**config.mk**
```make
export PLATFORM = sky130hd
export DESIGN_NAME = mem_test_sequencer
export DESIGN_NICKNAME = d
export VERILOG_FILES = /design/src/rtl/mem_test_sequencer.sv
export SDC_FILE = /design/constraint.sdc
export NUM_CORES = 1
export LEC_CHECK = 0
export CAP_MARGIN = 20
export CORE_ASPECT_RATIO = 0.7
export CORE_MARGIN = 5
export CORE_UTILIZATION = 55
export DETAILED_ROUTE_END_ITERATION = 7
export GPL_TIMING_DRIVEN = 0
export PLACE_DENSITY = 0.8
export SETUP_SLACK_MARGIN = 0.15
export SYNTH_ARGS = -nofsm -noshare
export SYNTH_HDL_FRONTEND = slang
export SYNTH_SLANG_ARGS = --single-unit
```
**constraint.sdc**
```tcl
create_clock -name clk_i -period 3 [get_ports clk_i]
set_input_delay 0.45 -clock clk_i [delete_from_list [all_inputs] [get_ports clk_i]]
set_output_delay 0.45 -clock clk_i [all_outputs]
set_load 0.02 [all_outputs]
```
**src/rtl/mem_test_sequencer.sv**
```systemverilog
// Write-then-verify sequencer for a simple dual-port block RAM: fills every word with a
// seeded, address-derived pattern, then reads the memory back and counts mismatches.
module mem_test_sequencer #(
    parameter int DATA_W = 4,
    parameter int ADDR_W = 14,
    parameter int DEPTH  = 16384
) (
    input  logic                clk_i,
    input  logic                rst_ni,
    input  logic                start_i,
    input  logic [DATA_W-1:0]   seed_i,
    output logic [ADDR_W-1:0]   waddr_o,
    output logic [DATA_W-1:0]   din_o,
    output logic [ADDR_W-1:0]   raddr_o,
    input  logic [DATA_W-1:0]   mem_dout_i,
    output logic                busy_o,
    output logic                done_o,
    output logic                pass_o,
    output logic [ADDR_W:0]     err_count_o,
    output logic [ADDR_W-1:0]   first_err_addr_o
);

    typedef enum logic [2:0] {
        IDLE,
        WRITE,
        READ,
        DRAIN,
        DONE
    } state_e;

    localparam logic [ADDR_W-1:0] LAST = ADDR_W'(DEPTH - 1);

    // Only the low two nibbles of the address feed the pattern; upper bits act as zeros.
    function automatic logic [DATA_W-1:0] pattern(input logic [2*DATA_W-1:0] a,
                                                  input logic [DATA_W-1:0]   s);
        return a[DATA_W-1:0] ^ a[2*DATA_W-1:DATA_W] ^ s;
    endfunction

    state_e              state_q, state_d;
    logic [ADDR_W-1:0]   cnt_q, cnt_d;
    logic [DATA_W-1:0]   seed_q, seed_d;
    logic [ADDR_W-1:0]   holdAddr_q, holdAddr_d;
    logic [DATA_W-1:0]   holdDin_q, holdDin_d;
    logic [ADDR_W-1:0]   raddrHold_q, raddrHold_d;
    logic                rdValid_q, rdValid_d;
    logic [ADDR_W-1:0]   rdAddr_q, rdAddr_d;
    logic [ADDR_W:0]     errCount_q, errCount_d;
    logic [ADDR_W-1:0]   firstErr_q, firstErr_d;
    logic                errSeen_q, errSeen_d;
    logic                mismatch;

    always_ff @(posedge clk_i or negedge rst_ni) begin
        if (!rst_ni) begin
            state_q     <= IDLE;
            cnt_q       <= '0;
            seed_q      <= '0;
            holdAddr_q  <= '0;
            holdDin_q   <= '0;
            raddrHold_q <= '0;
            rdValid_q   <= 1'b0;
            rdAddr_q    <= '0;
            errCount_q  <= '0;
            firstErr_q  <= '0;
            errSeen_q   <= 1'b0;
        end else begin
            state_q     <= state_d;
            cnt_q       <= cnt_d;
            seed_q      <= seed_d;
            holdAddr_q  <= holdAddr_d;
            holdDin_q   <= holdDin_d;
            raddrHold_q <= raddrHold_d;
            rdValid_q   <= rdValid_d;
            rdAddr_q    <= rdAddr_d;
            errCount_q  <= errCount_d;
            firstErr_q  <= firstErr_d;
            errSeen_q   <= errSeen_d;
        end
    end

    always_comb begin
        state_d     = state_q;
        cnt_d       = cnt_q;
        seed_d      = seed_q;
        holdAddr_d  = holdAddr_q;
        holdDin_d   = holdDin_q;
        raddrHold_d = raddrHold_q;
        rdValid_d   = 1'b0;
        rdAddr_d    = cnt_q;
        errCount_d  = errCount_q;
        firstErr_d  = firstErr_q;
        errSeen_d   = errSeen_q;

        // Read data arrives one cycle after its address; compare against the delayed address.
        mismatch = rdValid_q && (mem_dout_i != pattern(rdAddr_q[2*DATA_W-1:0], seed_q));
        if (mismatch) begin
            errCount_d = errCount_q + (ADDR_W+1)'(1);
            if (!errSeen_q) begin
                firstErr_d = rdAddr_q;
                errSeen_d  = 1'b1;
            end
        end

        case (state_q)
            IDLE, DONE: begin
                if (start_i) begin
                    seed_d     = seed_i;
                    errCount_d = '0;
                    firstErr_d = '0;
                    errSeen_d  = 1'b0;
                    cnt_d      = '0;
                    state_d    = WRITE;
                end
            end
            WRITE: begin
                if (cnt_q == LAST) begin
                    // Park the write port on the last word so the unconditional write is harmless.
                    cnt_d      = '0;
                    holdAddr_d = LAST;
                    holdDin_d  = pattern(LAST[2*DATA_W-1:0], seed_q);
                    state_d    = READ;
                end else begin
                    cnt_d = cnt_q + ADDR_W'(1);
                end
            end
            READ: begin
                rdValid_d   = 1'b1;
                raddrHold_d = cnt_q;
                if (cnt_q == LAST) begin
                    state_d = DRAIN;
                end else begin
                    cnt_d = cnt_q + ADDR_W'(1);
                end
            end
            DRAIN: begin
                state_d = DONE;
            end
            default: begin
                state_d = IDLE;
            end
        endcase
    end

    always_comb begin
        waddr_o          = (state_q == WRITE) ? cnt_q : holdAddr_q;
        din_o            = (state_q == WRITE) ? pattern(cnt_q[2*DATA_W-1:0], seed_q) : holdDin_q;
        raddr_o          = (state_q == READ) ? cnt_q : raddrHold_q;
        busy_o           = (state_q == WRITE) || (state_q == READ) || (state_q == DRAIN);
        done_o           = (state_q == DONE);
        pass_o           = (state_q == DONE) && (errCount_q == '0);
        err_count_o      = errCount_q;
        first_err_addr_o = firstErr_q;
    end

endmodule
```
---- Word level (Yosys, flattened, before mapping) ----
Cells that the tools add are included.
W data, S select, Z words.
operators by class
  reduce and logical (&&, ||, !) cells .... 12
  add/sub/neg operators ................... 2
  muxes and demuxes ....................... 22
  equal/unequal tests ..................... 10
  bitwise logic cells ..................... 4
operators by type and width
  kind                     number
  $mux W14                 9
  $mux W15                 3
  $pmux W14 S3             1
  $xor A4 B4 Y4            4
  $add A15 B1 Y15 const B  1
  $logic_not A15 Y1        1
  $add A14 B1 Y14 const B  1
  $eq A14 B14 Y1 const B   1
  $pmux W3 S4              1
  $mux W3                  3
  $ne A2 B2 Y1 const B     4
  $eq A3 B2 Y1 const B     2
  $reduce_and A3 Y1        2
  $mux W1                  4
  $mux W4                  1
  $ne A4 B4 Y1             1
  $reduce_and A2 Y1        2
  $eq A3 B1 Y1 const B     1
  $eq A3 B3 Y1 const B     1
  $logic_not A3 Y1         1
  $reduce_bool A3 Y1       1
  $logic_and A1 B1 Y1      2
  $logic_or A1 B1 Y1       2
  $reduce_or A2 Y1         1
storage, ports and cells
  register bits after elaboration ......... 85
  logic and storage cells ................. 61
  output and inout port bits .............. 64
  bits of input ports ..................... 11

---- Logic depth before layout (Yosys ltp) ----
  word-level depth ........................ 7
  depth in mapped cells ................... 8
  mapped depth without buffers ............ 6

---- Worst setup path before layout ----
No wires, ideal clock.
  path kind ............................... flip-flop to output port
  from .................................... register state_q[0]
  to ...................................... output port raddr_o[10]
  arrival time ............................ 1,707 ps
  slack ................................... 843 ps
  buffers on the path ..................... 1
  required time ........................... 2,550 ps
  cell stages (with the launch flop) ...... 5
  cells stage by stage .................... dfrtp_1 nand2b_1 nor2_1 clkbuf_1 mux2_2
on the way
  cells in the longest elaborated chain, start to end .. 2
ends and longest elaborated chain
  what                      line  source
  start: declaration        39    state_e state_q, state_d;
  start signal: assignment  66    state_q <= state_d;
  $eq A3 B2 Y1              146   raddr_o = (state_q == READ) ? cnt_q : raddrHold_q;
  $mux W14                  -
  end: declaration          14    output logic [ADDR_W-1:0] raddr_o,
No other way between the ends.

---- Final worst setup path ----
  from .................................... register state_q[2]
  to ...................................... output port din_o[0]
on the way
  cells in the longest elaborated chain, start to end .. 2
ends and longest elaborated chain
  what              line  source
  $eq A3 B1 Y1      145   din_o = (state_q == WRITE) ? pattern(cnt_q[2*DATA_W-1:0], seed_q) : holdDin_q;
  $mux W4           145
  end: declaration  13    output logic [DATA_W-1:0] din_o,
No other way between the ends.

==> reports/metrics.yaml <==
cts_buffers: 9
final_layout_size_suffix_gt1_share_pct: 14.0
synth-simple-area-share_pct: 17.3
io_buffers: 74
postCtsHoldBufs: 0
synth.most_common_cell: "dfrtp_1"
endpoint_kind: "primary output"
ys_types: 44
grt_overflow: 0
dp_hpwl_mm: 7.33
postRouteAntennaNets: 0
worst-path-buf-inv: 3
placedCellCount: 561
critPathMaxFanout: 10
die_x_um: 113
muxShareOfSynthArea_pct: 5.29
fin_crit_sh_pct: 91.9
synth_commonest_cells: "dfrtp_1 (85), nand2_1 (53), o21ai_0 (27)"
firstDrtPassIters: 4
ios: 75
cts_max_path_buffers: 2
hold_viol: 0
initialDrtViolationCount: 274
async_flop_share_pct: 100
netlist.area_leader.share_pct: 52.6
yosysSeqAreaShare_pct: 52.6
r2r_end: "cnt_q[8]$_DFFE_PN0P_"
worst-slew-pin-transition_ps: 707
vias: 3330
outcome: "finished clean"
avgSynthCellArea_sq_um: 10.4
cts.sinks: 85
ys_ff_latch: 85
drt-total-wl_mm: 10.0
slowest_stage: "clkdlybuf4s50_1"
track_usage_pct: 23.4
synth_xor_area_share_pct: 5.53
antenna_found_initial: 0
timing.fmax_mhz: 363
postSynthCellCount: 388
max_stage_delay_ps: 650
insertedDiodeCount: 0
synthAdderAreaFrac_pct: 0.927
synth_compound_area_share_pct: 15.0
reg2reg_slack_ps: 390
clkTransAtPathRegs_ps: 80
grt_first_pass_wirelength_mm: 16.6
post-route-min-period_ps: 2760
area_growth_pct: 28.3
synth_fp_nets: 402
cp-start-kind: "register"
ys_warn_count: 0
p_per_area_nw_per_um2: 601
initial_core_util_pct: 56.0
cpLargestDelayFamily: "buffers and inverters"
r2r_cells: 7
ir_drop_mv: 0.403
relSlewSlack_pct: 52.5
gp_congestion: 0.908
synth-edff-count: 0
grt_pass1_vias: 3313
crit_arrival_ps: 2310
finalNonFillerCells: 578
drc: 0
cts_max_level: 3
die_area_sq_um: 9200
netlist_area_sq_um: 4050
cts-root-buf: "clkbuf_8"
core_area_sq_um: 7220
finalSetupViolCount: 0
skew_ps: 4.01
synth_area_leaders: "dfrtp_1 (53%), mux2_2 (5.3%), nand2_1 (4.9%)"
p_leak_uw: 0.00248
num_rows: 26
post-place-ws_ps: -57.2
yosys.area.top_type: "dfrtp_1"
utilization_pct: 71.9
placed_cell_area_sq_um: 4940
r2r-start: "cnt_q[0]$_DFFE_PN0P_"
drv_cap: 0
worstSkewPairLatency_ps: 370
rsz0062_at_grt: "true"
fin_worst_hold_slack_ps: 48.3
hold_class: "primary input to async pin"
wl_per_cell_um: 17.4
synth_ff_type: "dfrtp_1"
critPathRequiredTime_ps: 2550
cts_tree: "done"
die_y_um: 81.8
worstPathCellList: "buf_2, nand2b_1, nand2b_1, buf_2, o21ai_0, clkdlybuf4s50_1"
setup_ws_ps: 244
slew_viol_final: 0
grt_max_degree: 47
critPathKind: "register to primary output"
fin_area_sq_um: 5190
fillers: 568
num-nets-final: 489
synth_top_family_by_area: "simple AND/OR/NAND/NOR gates"
viasPerCell: 5.76
[cells in the final DEF, fill, tap and decap left out, drive strengths merged, types with 3 or more instances in the layout]
cell type,instances
or3,8
a21o,14
o21ai,31
or4,11
inv,6
clkbuf,21
mux2,19
buf,13
clkdlybuf4s50,57
ha,3
dlymetal6s2s,6
dlygate4sd2,9
o31ai,8
nor3,5
dfrtp,85
and3,6
xnor2,13
nor2,12
nand4,3
nand3,24
xor2,10
a21oi,24
and2,4
o2111ai,3
nand2,53
nand2b,6
[what timing repair did]
action / 4_1_cts / 5_1_grt
pin swaps: 1 / 0
setup buffers: 1 / 0
endpoints found under the setup margin: 24 / 13
resized for setup: 20 / 9
[through the flow]
stage	power, uW	TNS [ps]
3_3_place_gp	2290	-129100
2_1_floorplan	1970	0
3_5_place_dp	2320	-406
6_report	3120	0
5_1_grt	3280	0
4_1_cts	3150	0
[flip-flops by register name, indices dropped and copies added, names as in the netlist]
register          cells
cnt_q                14
errSeen_q             1
err_count_o          15
first_err_addr_o     14
holdAddr_q            1
holdDin_q             4
raddrHold_q          14
rdAddr_q             14
rdValid_q             1
seed_q                4
state_q               3
[report_power, final]
part	switching, uW	total [uW]	internal (uW)
clock	420	832	412
sequential	129	1370	1240
combinational	535	918	383
[logic make-up (layout without fill, tap and decap cells)]
logic type / Yosys count / count (layout)
AOI/OAI and AO/OA: 92 / 92
DFF: 85 / 85
muxes: 19 / 19
and+or+nand+nor: 140 / 140
adders and majority gates: 3 / 3
buffers and inverters: 26 / 118
xor gates and xnor gates: 23 / 23
[worst max path at each step]
stage,from,to,slack (ps),cells past startpoint
after CTS,state_q[2]$_DFFE_PN0P_,din_o[3],150,6
after detailed placement,state_q[0]$_DFFE_PN0P_,raddr_o[6],-60,5
after global placement,rst_ni,raddrHold_q[9]$_DFF_PN0_,-1520,1
after floorplan,state_q[0]$_DFFE_PN0P_,raddr_o[10],840,4
final,state_q[2]$_DFFE_PN0P_,din_o[0],240,6
after global routing,err_count_o[0]$_DFF_PN0_,pass_o,100,6
[final cells by class]
| type | instances | area [sq um] | area share [%] |
|---|---|---|---|
| plain buffers | 21 | 136 | 2.63 |
| clock buffers | 10 | 138 | 2.65 |
| clock inverters | 6 | 71.3 | 1.37 |
| inverters | 5 | 18.8 | 0.362 |
| multi-input cells | 277 | 1800 | 34.7 |
| flip-flops and latches | 85 | 2130 | 41.0 |
| well taps | 98 | 123 | 2.36 |
| repair buffers | 76 | 777 | 15.0 |
[per-layer routing]
layer  up-vias  GRT usage [%]  routed length [um]
met5         -              0                   0
met4         0           8.04                 140
met3        12           7.07                 781
met2       136           36.1                4600
met1      1615           31.8                4520
li1       1567              -                   -
Power figures use the tool's default switching activity.
